===== src/rtl/mem_access_stage.sv =====
// mem_access_stage: MEM pipeline stage driving a req/ack data bus, stalling upstream while
// an access is outstanding, and holding the MEM/WB register. Define MEM_TIMEOUT_EN for bus timeout.
module mem_access_stage #(
   parameter int DATA_W         = 64,
   parameter int TIMEOUT_CYCLES = 255
) (
   input  logic              clk_i,
   input  logic              rst_i,
   input  logic              mem_flush_i,
   input  logic [DATA_W-1:0] ex_res_i,
   input  logic [DATA_W-1:0] rr_data2_i,
   input  logic [4:0]        rd_i,
   input  logic              regwrite_i,
   input  logic              memread_i,
   input  logic              memwrite_i,
   input  logic              memtoreg_i,
   output logic              dmem_req_o,
   output logic              dmem_we_o,
   output logic [DATA_W-1:0] dmem_addr_o,
   output logic [DATA_W-1:0] dmem_wdata_o,
   input  logic [DATA_W-1:0] dmem_rdata_i,
   input  logic              dmem_ack_i,
   output logic              mem_stall_o,
   output logic [DATA_W-1:0] alu_res_o,
   output logic [DATA_W-1:0] mem_data_o,
   output logic [4:0]        rd_o,
   output logic              regwrite_o,
   output logic              memtoreg_o,
   output logic              mem_err_o
);

   typedef enum logic [0:0] {IDLE = 1'b0, ACCESS = 1'b1} state_t;
   typedef enum logic [1:0] {WB_BUBBLE = 2'd0, WB_PASS = 2'd1, WB_MEM = 2'd2} wb_sel_t;

   state_t            state;
   state_t            state_nxt;
   wb_sel_t           wb_sel;
   logic              memop;
   logic              start;
   logic              req;
   logic              stall;
   logic              timeout;
   logic              flush_pend;
   logic [DATA_W-1:0] addr_lat;
   logic [DATA_W-1:0] wdata_lat;
   logic              we_lat;
   logic [4:0]        rd_lat;
   logic              regwrite_lat;
   logic              memtoreg_lat;

   assign memop = memread_i | memwrite_i;

`ifdef MEM_TIMEOUT_EN
   localparam logic [7:0] TO_LAST = 8'(TIMEOUT_CYCLES - 1);
   logic [7:0] to_cnt;

   // Counts ACCESS cycles; restarts from zero whenever a new access is launched.
   always_ff @(posedge clk_i) begin
      if (rst_i) begin
         to_cnt <= 8'd0;
      end else if (start) begin
         to_cnt <= 8'd0;
      end else if (state == ACCESS) begin
         to_cnt <= to_cnt + 8'd1;
      end else begin
         to_cnt <= to_cnt;
      end
   end

   // An ack in the final allowed cycle takes precedence over the abort.
   assign timeout = (state == ACCESS) && !dmem_ack_i && (to_cnt == TO_LAST);
`else
   logic [7:0] unused_timeout_cycles;
   assign unused_timeout_cycles = 8'(TIMEOUT_CYCLES);
   assign timeout = 1'b0;
`endif

   // State register.
   always_ff @(posedge clk_i) begin
      if (rst_i) begin
         state <= IDLE;
      end else begin
         state <= state_nxt;
      end
   end

   // Next-state logic.
   always_comb begin
      state_nxt = state;
      case (state)
         IDLE:    state_nxt = (memop && !mem_flush_i) ? ACCESS : IDLE;
         ACCESS:  state_nxt = (dmem_ack_i || timeout) ? IDLE : ACCESS;
         default: state_nxt = IDLE;
      endcase
   end

   // Bus request, stall and MEM/WB source selection.
   always_comb begin
      req    = 1'b0;
      stall  = 1'b0;
      start  = 1'b0;
      wb_sel = WB_BUBBLE;
      case (state)
         IDLE: begin
            if (memop && !mem_flush_i) begin
               stall = 1'b1;
               start = 1'b1;
            end else if (!mem_flush_i) begin
               wb_sel = WB_PASS;
            end else begin
               wb_sel = WB_BUBBLE;
            end
         end
         ACCESS: begin
            req = 1'b1;
            if (dmem_ack_i) begin
               if (flush_pend || mem_flush_i) begin
                  wb_sel = WB_BUBBLE;
               end else begin
                  wb_sel = WB_MEM;
               end
            end else if (timeout) begin
               stall = 1'b0;
            end else begin
               stall = 1'b1;
            end
         end
         default: begin
            req    = 1'b0;
            stall  = 1'b0;
            start  = 1'b0;
            wb_sel = WB_BUBBLE;
         end
      endcase
   end

   // Access latch and flush-pending flag; the latch holds bus fields stable until ack.
   always_ff @(posedge clk_i) begin
      if (rst_i) begin
         addr_lat     <= {DATA_W{1'b0}};
         wdata_lat    <= {DATA_W{1'b0}};
         we_lat       <= 1'b0;
         rd_lat       <= 5'd0;
         regwrite_lat <= 1'b0;
         memtoreg_lat <= 1'b0;
         flush_pend   <= 1'b0;
      end else begin
         if (start) begin
            addr_lat     <= ex_res_i;
            wdata_lat    <= rr_data2_i;
            we_lat       <= memwrite_i;
            rd_lat       <= rd_i;
            regwrite_lat <= regwrite_i;
            memtoreg_lat <= memtoreg_i;
         end else begin
            addr_lat     <= addr_lat;
            wdata_lat    <= wdata_lat;
            we_lat       <= we_lat;
            rd_lat       <= rd_lat;
            regwrite_lat <= regwrite_lat;
            memtoreg_lat <= memtoreg_lat;
         end
         if ((state == ACCESS) && !(dmem_ack_i || timeout)) begin
            flush_pend <= flush_pend | mem_flush_i;
         end else begin
            flush_pend <= 1'b0;
         end
      end
   end

   // MEM/WB register and timeout error pulse.
   always_ff @(posedge clk_i) begin
      if (rst_i) begin
         alu_res_o  <= {DATA_W{1'b0}};
         mem_data_o <= {DATA_W{1'b0}};
         rd_o       <= 5'd0;
         regwrite_o <= 1'b0;
         memtoreg_o <= 1'b0;
         mem_err_o  <= 1'b0;
      end else begin
         case (wb_sel)
            WB_PASS: begin
               alu_res_o  <= ex_res_i;
               mem_data_o <= {DATA_W{1'b0}};
               rd_o       <= rd_i;
               regwrite_o <= regwrite_i;
               memtoreg_o <= memtoreg_i;
            end
            WB_MEM: begin
               alu_res_o  <= addr_lat;
               mem_data_o <= we_lat ? {DATA_W{1'b0}} : dmem_rdata_i;
               rd_o       <= rd_lat;
               regwrite_o <= regwrite_lat;
               memtoreg_o <= memtoreg_lat;
            end
            default: begin
               alu_res_o  <= {DATA_W{1'b0}};
               mem_data_o <= {DATA_W{1'b0}};
               rd_o       <= 5'd0;
               regwrite_o <= 1'b0;
               memtoreg_o <= 1'b0;
            end
         endcase
         mem_err_o <= timeout;
      end
   end

   assign dmem_req_o   = req;
   assign dmem_we_o    = req & we_lat;
   assign dmem_addr_o  = addr_lat;
   assign dmem_wdata_o = wdata_lat;
   assign mem_stall_o  = stall;

endmodule


===== config.mk =====
export PLATFORM = sky130hd
export DESIGN_NAME = mem_access_stage
export DESIGN_NICKNAME = d
export VERILOG_FILES = /design/src/rtl/mem_access_stage.sv
export SDC_FILE = /design/constraint.sdc
export NUM_CORES = 1
export LEC_CHECK = 0
export BUFFER_PORTS_ARGS = -buffer_cell sky130_fd_sc_hd__buf_4
export CAP_MARGIN = 0
export CORE_AREA = 2 2 185 187
export DETAILED_ROUTE_END_ITERATION = 8
export DIE_AREA = 0 0 187 189
export PLACE_DENSITY = 0.66
export SYNTH_ARGS = -nofsm -noshare
export SYNTH_HDL_FRONTEND = slang
export SYNTH_SLANG_ARGS = --single-unit

===== constraint.sdc =====
create_clock -name clk_i -period 1.8 [get_ports clk_i]
set_input_delay 0.18 -clock clk_i [delete_from_list [all_inputs] [get_ports clk_i]]
set_output_delay 0.18 -clock clk_i [all_outputs]
set_load 0.05 [all_outputs]

; After elaboration in Yosys (flattened, before gate mapping)
; Index checks and enable logic that the tools add are counted.
[op_classes]
reduce_logical = 7
mux = 14
n_eq_ne = 2
bitwise_logic = 6
[op_table]
columns = operator, n
row1 = 64-bit one-hot mux with 2 select lines, 1
row2 = 5-bit one-hot mux with 2 select lines, 1
row3 = 1-bit two-way mux, 6
row4 = 1-bit one-hot mux with 2 select lines, 3
row5 = 2-bit two-way mux, 2
row6 = 2-bit one-hot mux with 2 select lines, 1
row7 = 1-bit inverter, 3
row8 = 3-bit OR reduction, 1
row9 = 2-bit by 1-bit equality test with 1-bit output (second input constant), 1
row10 = 2-bit equality test (second input constant), 1
row11 = 1-bit logical AND, 2
row12 = 1-bit zero test, 2
row13 = 1-bit bitwise OR, 2
row14 = 2-bit OR reduction, 1
row15 = 1-bit bitwise AND, 1
row16 = 1-bit logical OR, 1
[totals]
elab_cells = 42
ff_bits = 273
out_inout_bits = 267

; Longest topological paths before layout
[depth]
ltp_word = 7
depth_mapped = 8

; Worst setup path after synthesis
; OpenSTA, ideal clock, no wires.
[synth_path]
path_kind = reg-to-reg
start = reg state
end = reg alu_res_o[0]
required_ns = 1.734
path_stages_with_launch = 8
arrival_time_ns = 1.896
path_buffers = 2
setup_slack_ns = -0.162
cell_sequence = dfxtp_1 -> nor2_1 -> nand2_1 -> ha_1 -> or2_2 -> clkbuf_1 -> clkbuf_1 -> nor2_1
[synth_via]
elab_chain_cells = 4
elab_cells_between_ends = 5
classes_between = eq/ne: 2 / mux: 2 / bitwise: 1
[synth_rtl]
columns = element, line_no
row1 = start: declaration, 35  ; state_t state;
row2 = start signal: assignment, 83  ; state <= state_nxt;
row3 = 1-bit inverter, n/a
row4 = 2-bit one-hot mux with 2 select lines *, 103  ; case (state)
row5 = 2-bit equality test / 2-bit by 1-bit equality test with 1-bit output (equally long branches), 181  ; case (wb_sel)
row6 = 64-bit one-hot mux with 2 select lines *, 181
row7 = end signal: assignment, 183  ; alu_res_o <= ex_res_i;
row8 = end signal: assignment, 190  ; alu_res_o <= addr_lat;
row9 = end signal: assignment, 197  ; alu_res_o <= {DATA_W{1'b0}};
row10 = end: declaration, 24  ; output logic [DATA_W-1:0] alu_res_o,
; Mark *: on every way between the ends. The rest lies on a longest branch, timed or not.
; A chain may end at the register's enable or synchronous reset.

; Worst setup path after layout
[layout_path]
start = reg state
end = out mem_stall_o
[layout_via]
elab_chain_cells = 2
[layout_rtl]
columns = element, line_no
row1 = 1-bit inverter, n/a
row2 = 1-bit one-hot mux with 2 select lines *, 103
row3 = end: declaration, 23  ; output logic mem_stall_o,
; Marks and branches as above.

==> out/summary.md <==
For the worst setup path, the data required time is 1.62 ns. Row generation in the floorplan step produced 67 rows. The slowest stage of the critical path is the dfxtp_2 cell. Traced cell by cell, the critical path runs through nor2_1 > buf_4 > o21ai_0 > nand2_1 > buf_6. The area share of the leading cell type in the synthesized netlist is 53.4%, and the final period demand of the worst path is 1.71 ns. The tools report the full die area as 35300 um2. The final wirelength is 33700 um.

Synthesis produced 982 cells. Setup repair after global routing left no endpoint under its margin. The count of unresolved DRC violations after routing is 0, and the post-CTS setup-driven buffer insertion count is 0. Clock transition at the registers of the reported paths: 0.06 ns. The root cell of the clock tree is clkbuf_16.

Classification of the worst-slack hold path: input port to flop. The initial DRC count was 308; the final-report hold violation count was 0. For the final setup violation count, the log shows 0.

TritonCTS built the clock tree. The finished cells cover 17400 um2. Net switching is 26.3% of the power. The first global-routing pass estimated 52500 um of wire. The number of global-route vias before repair is 9624, and the cell area power density is 913 nW/um2. The kind of start point of the critical path is a flop. From left edge to right edge, the die measures 187 um. The top achievable clock speed was 586 MHz. After global routing the overflow that remains totals 0. The run finished with clean final reports.

The floorplan die height works out to 189 um. The worst IR drop on VDD came out at 0.000681 V. The total leakage power is 7.60 nW, and the total core area is 33300 um2.

The run gives 0.0127 ns as the clock skew. The largest area contributor in the synthesized netlist is dfxtp_1. Area of placed instances: 14200 um2.

The pin count of the biggest net entering global routing was 120; the switching power was 4.18 mW. Post-synthesis average cell area: 10.4 um2. The count of maximum capacitance violations came out at 0. The logs give 40.5% for the sequential power share and 42.8% for the part of the total power dissipated in the clock network. Among cell families on the critical path, the largest total delay comes from flip-flops.

For the clock sink count, the log shows 273. The synthesized netlist contains 23 unique library cells. Leaving out fill and tap cells, the most frequent cell in the layout is buf_4. The final critical path takes up 94.9% of the cycle. The total number of nets in the final design was 1835; the number of buffers added by the clock tree synthesis step was 30.

The mapped netlist covers 10200 um2. The tools report the CTS H-tree depth as 1. The synthesis-stage register bit count is 273, and the number of antenna violations at the first check in global routing is 1. Fraction of layout instances using a drive strength above 1: 33.2%.

From synthesis to final layout, the design area changed by 69.7%. Delay contributed by the slowest stage of the critical path: 0.36 ns. In this run the tool buffered the top-level ports with 470 buffer cells. The congestion estimate from routability-driven global placement came to 0.768. The worst setup path is captured at an output pin. Yosys printed 0 warnings.

The tools report the number of top-level pins as 472. For this run, the detailed router's first-pass iteration total came to 4. The clock latency of the later-clocked register in the worst-skew pair was 0.55 ns. Using the TritonRoute via totals, the vias-per-cell ratio works out to 4.39. Combinational cells account for 16.8% of the total power.

After routing, the total negative slack on setup checks comes to 0 ns. The critical path start-end classification is flop to output pin. The design draws 15.9 mW.

In the global route stage, overall resource usage came out at 18.3%. The mean routed wirelength per cell works out to 16.0 um. Including well taps, the total number of placed cells is 1841. In the post-synthesis netlist, the biggest area contributors are dfxtp_1 53%, nand2b_1 17%, mux2i_1 13%. The count of non-filler cells in the finished layout is 2101, and the maximum root-to-sink buffer count is 3.

Of the synthesized area, sequential elements account for 53.4%. The run gives 0 as the number of max-slew violations in the final report. The top fanout value on the critical path was 6.

Residual antenna-violating net count after detailed routing: 0. The top cell types in the final layout, fill and taps aside, are 476 x buf_4, 272 x dfxtp_1, 271 x nand2b_1. Together, buffers and inverters on the worst path number 2. The number of nets in the synthesized netlist is 1189. Once the floorplan was initialized, standard cells occupied 30.7% of the core.

For the critical path arrival, the log shows 1.53 ns. The tools report the number of vias in the routed layout as 9222. The run gives 22000 um as the HPWL after detailed placement. Cell internal power was estimated by the tool at 11.7 mW.
## kinds of logic (layout without fill, tap and decap cells)
logic type,count (synthesis),count (layout),share of synthesized area [%]
AO/OA/AOI/OAI,75,75,5.45
multiplexers,135,135,13.2
AND/OR/NAND/NOR,418,418,23.8
buffers and inverters,78,748,3.84
flip-flops,273,273,53.4
adder cells (fa/ha/maj),2,2,0.244
other,1,2,0.0366
## per-layer routing
| layer | GRT usage [%] | up-vias | wire length, um |
|---|---|---|---|
| met1 | 20.2 | 4319 | 13000 |
| met4 | 5.98 | 0 | 1080 |
| li1 | - | 4494 | - |
| met2 | 33.9 | 347 | 17300 |
| met3 | 4.89 | 62 | 2310 |
| met5 | 0 | - | 0 |
## power groups by stage
stage	clock, mW	sequential [mW]	combinational [mW]
finish	6.78	6.42	2.66
global route	7.17	6.44	2.81
CTS	6.94	6.42	2.66
detailed placement	0	6.55	2.28
global placement	0	6.53	2.26
floorplan	0	7.24	0.680
## through the flow
stage / hold slack [ns] / util, % / worst slack [ns]
5_1_grt: 0.0969 / 52.2 / 0.0196
3_5_place_dp: 0.384 / 42.7 / 0.0925
3_3_place_gp: 0.381 / 42.7 / 0.113
2_1_floorplan: 0.302 / - / 0.0162
4_1_cts: 0.0565 / 52.1 / 0.0565
6_report: 0.0724 / 52.2 / 0.0927
## timing repair
| item | in CTS | in global routing |
|---|---|---|
| endpoints found under the hold margin | 273 | 0 |
| setup endpoints to repair | 0 | 30 |
| gates resized for setup | 0 | 2 |
| hold buffers | 203 | 0 |
## state kept, by name (all words and copies together), names as in the netlist
name,count
dmem_addr_o,64
regwrite_o,1
memtoreg_o,1
rd_o,5
rd_lat,5
flush_pend,1
dmem_wdata_o,64
regwrite_lat,1
memtoreg_lat,1
mem_data_o,64
state,1
alu_res_o,64
we_lat,1
## worst paths after layout
path,start,end,slack (ns),cells after the start
worst min register to register,dmem_wdata_o[10],dmem_wdata_o[10],0.47,2
worst max register to register,state,alu_res_o[53],0.14,6
worst max-delay path,state,mem_stall_o,0.09,5
worst min-delay path,rst_i,we_lat,0.07,2
## Yosys cell counts, drive strengths merged
cell type and instances:
and2 65, or2 1, nand2 3, a22oi 71
inv 2, buf 21, clkbuf 55, nor3b 1
o21ai 1, a21bo 1, nor2 74, conb 1
ha 2, nor3 2, mux2i 135, nand2b 271
and3 1, a21oi 2, dfxtp 273
## area by class of cell
cell class                      count  area [um2]
Antenna cell                        1        2.50
Sequential cell                   273        5470
Inverter                            2        7.51
Clock buffer                       35         801
Tap cell                          448         561
Fill cell                        2841       15900
Timing Repair Buffer              690        5820
Clock inverter                     21         299
Multi-Input combinational cell    631        4410
(Power assumes the default switching activity.)
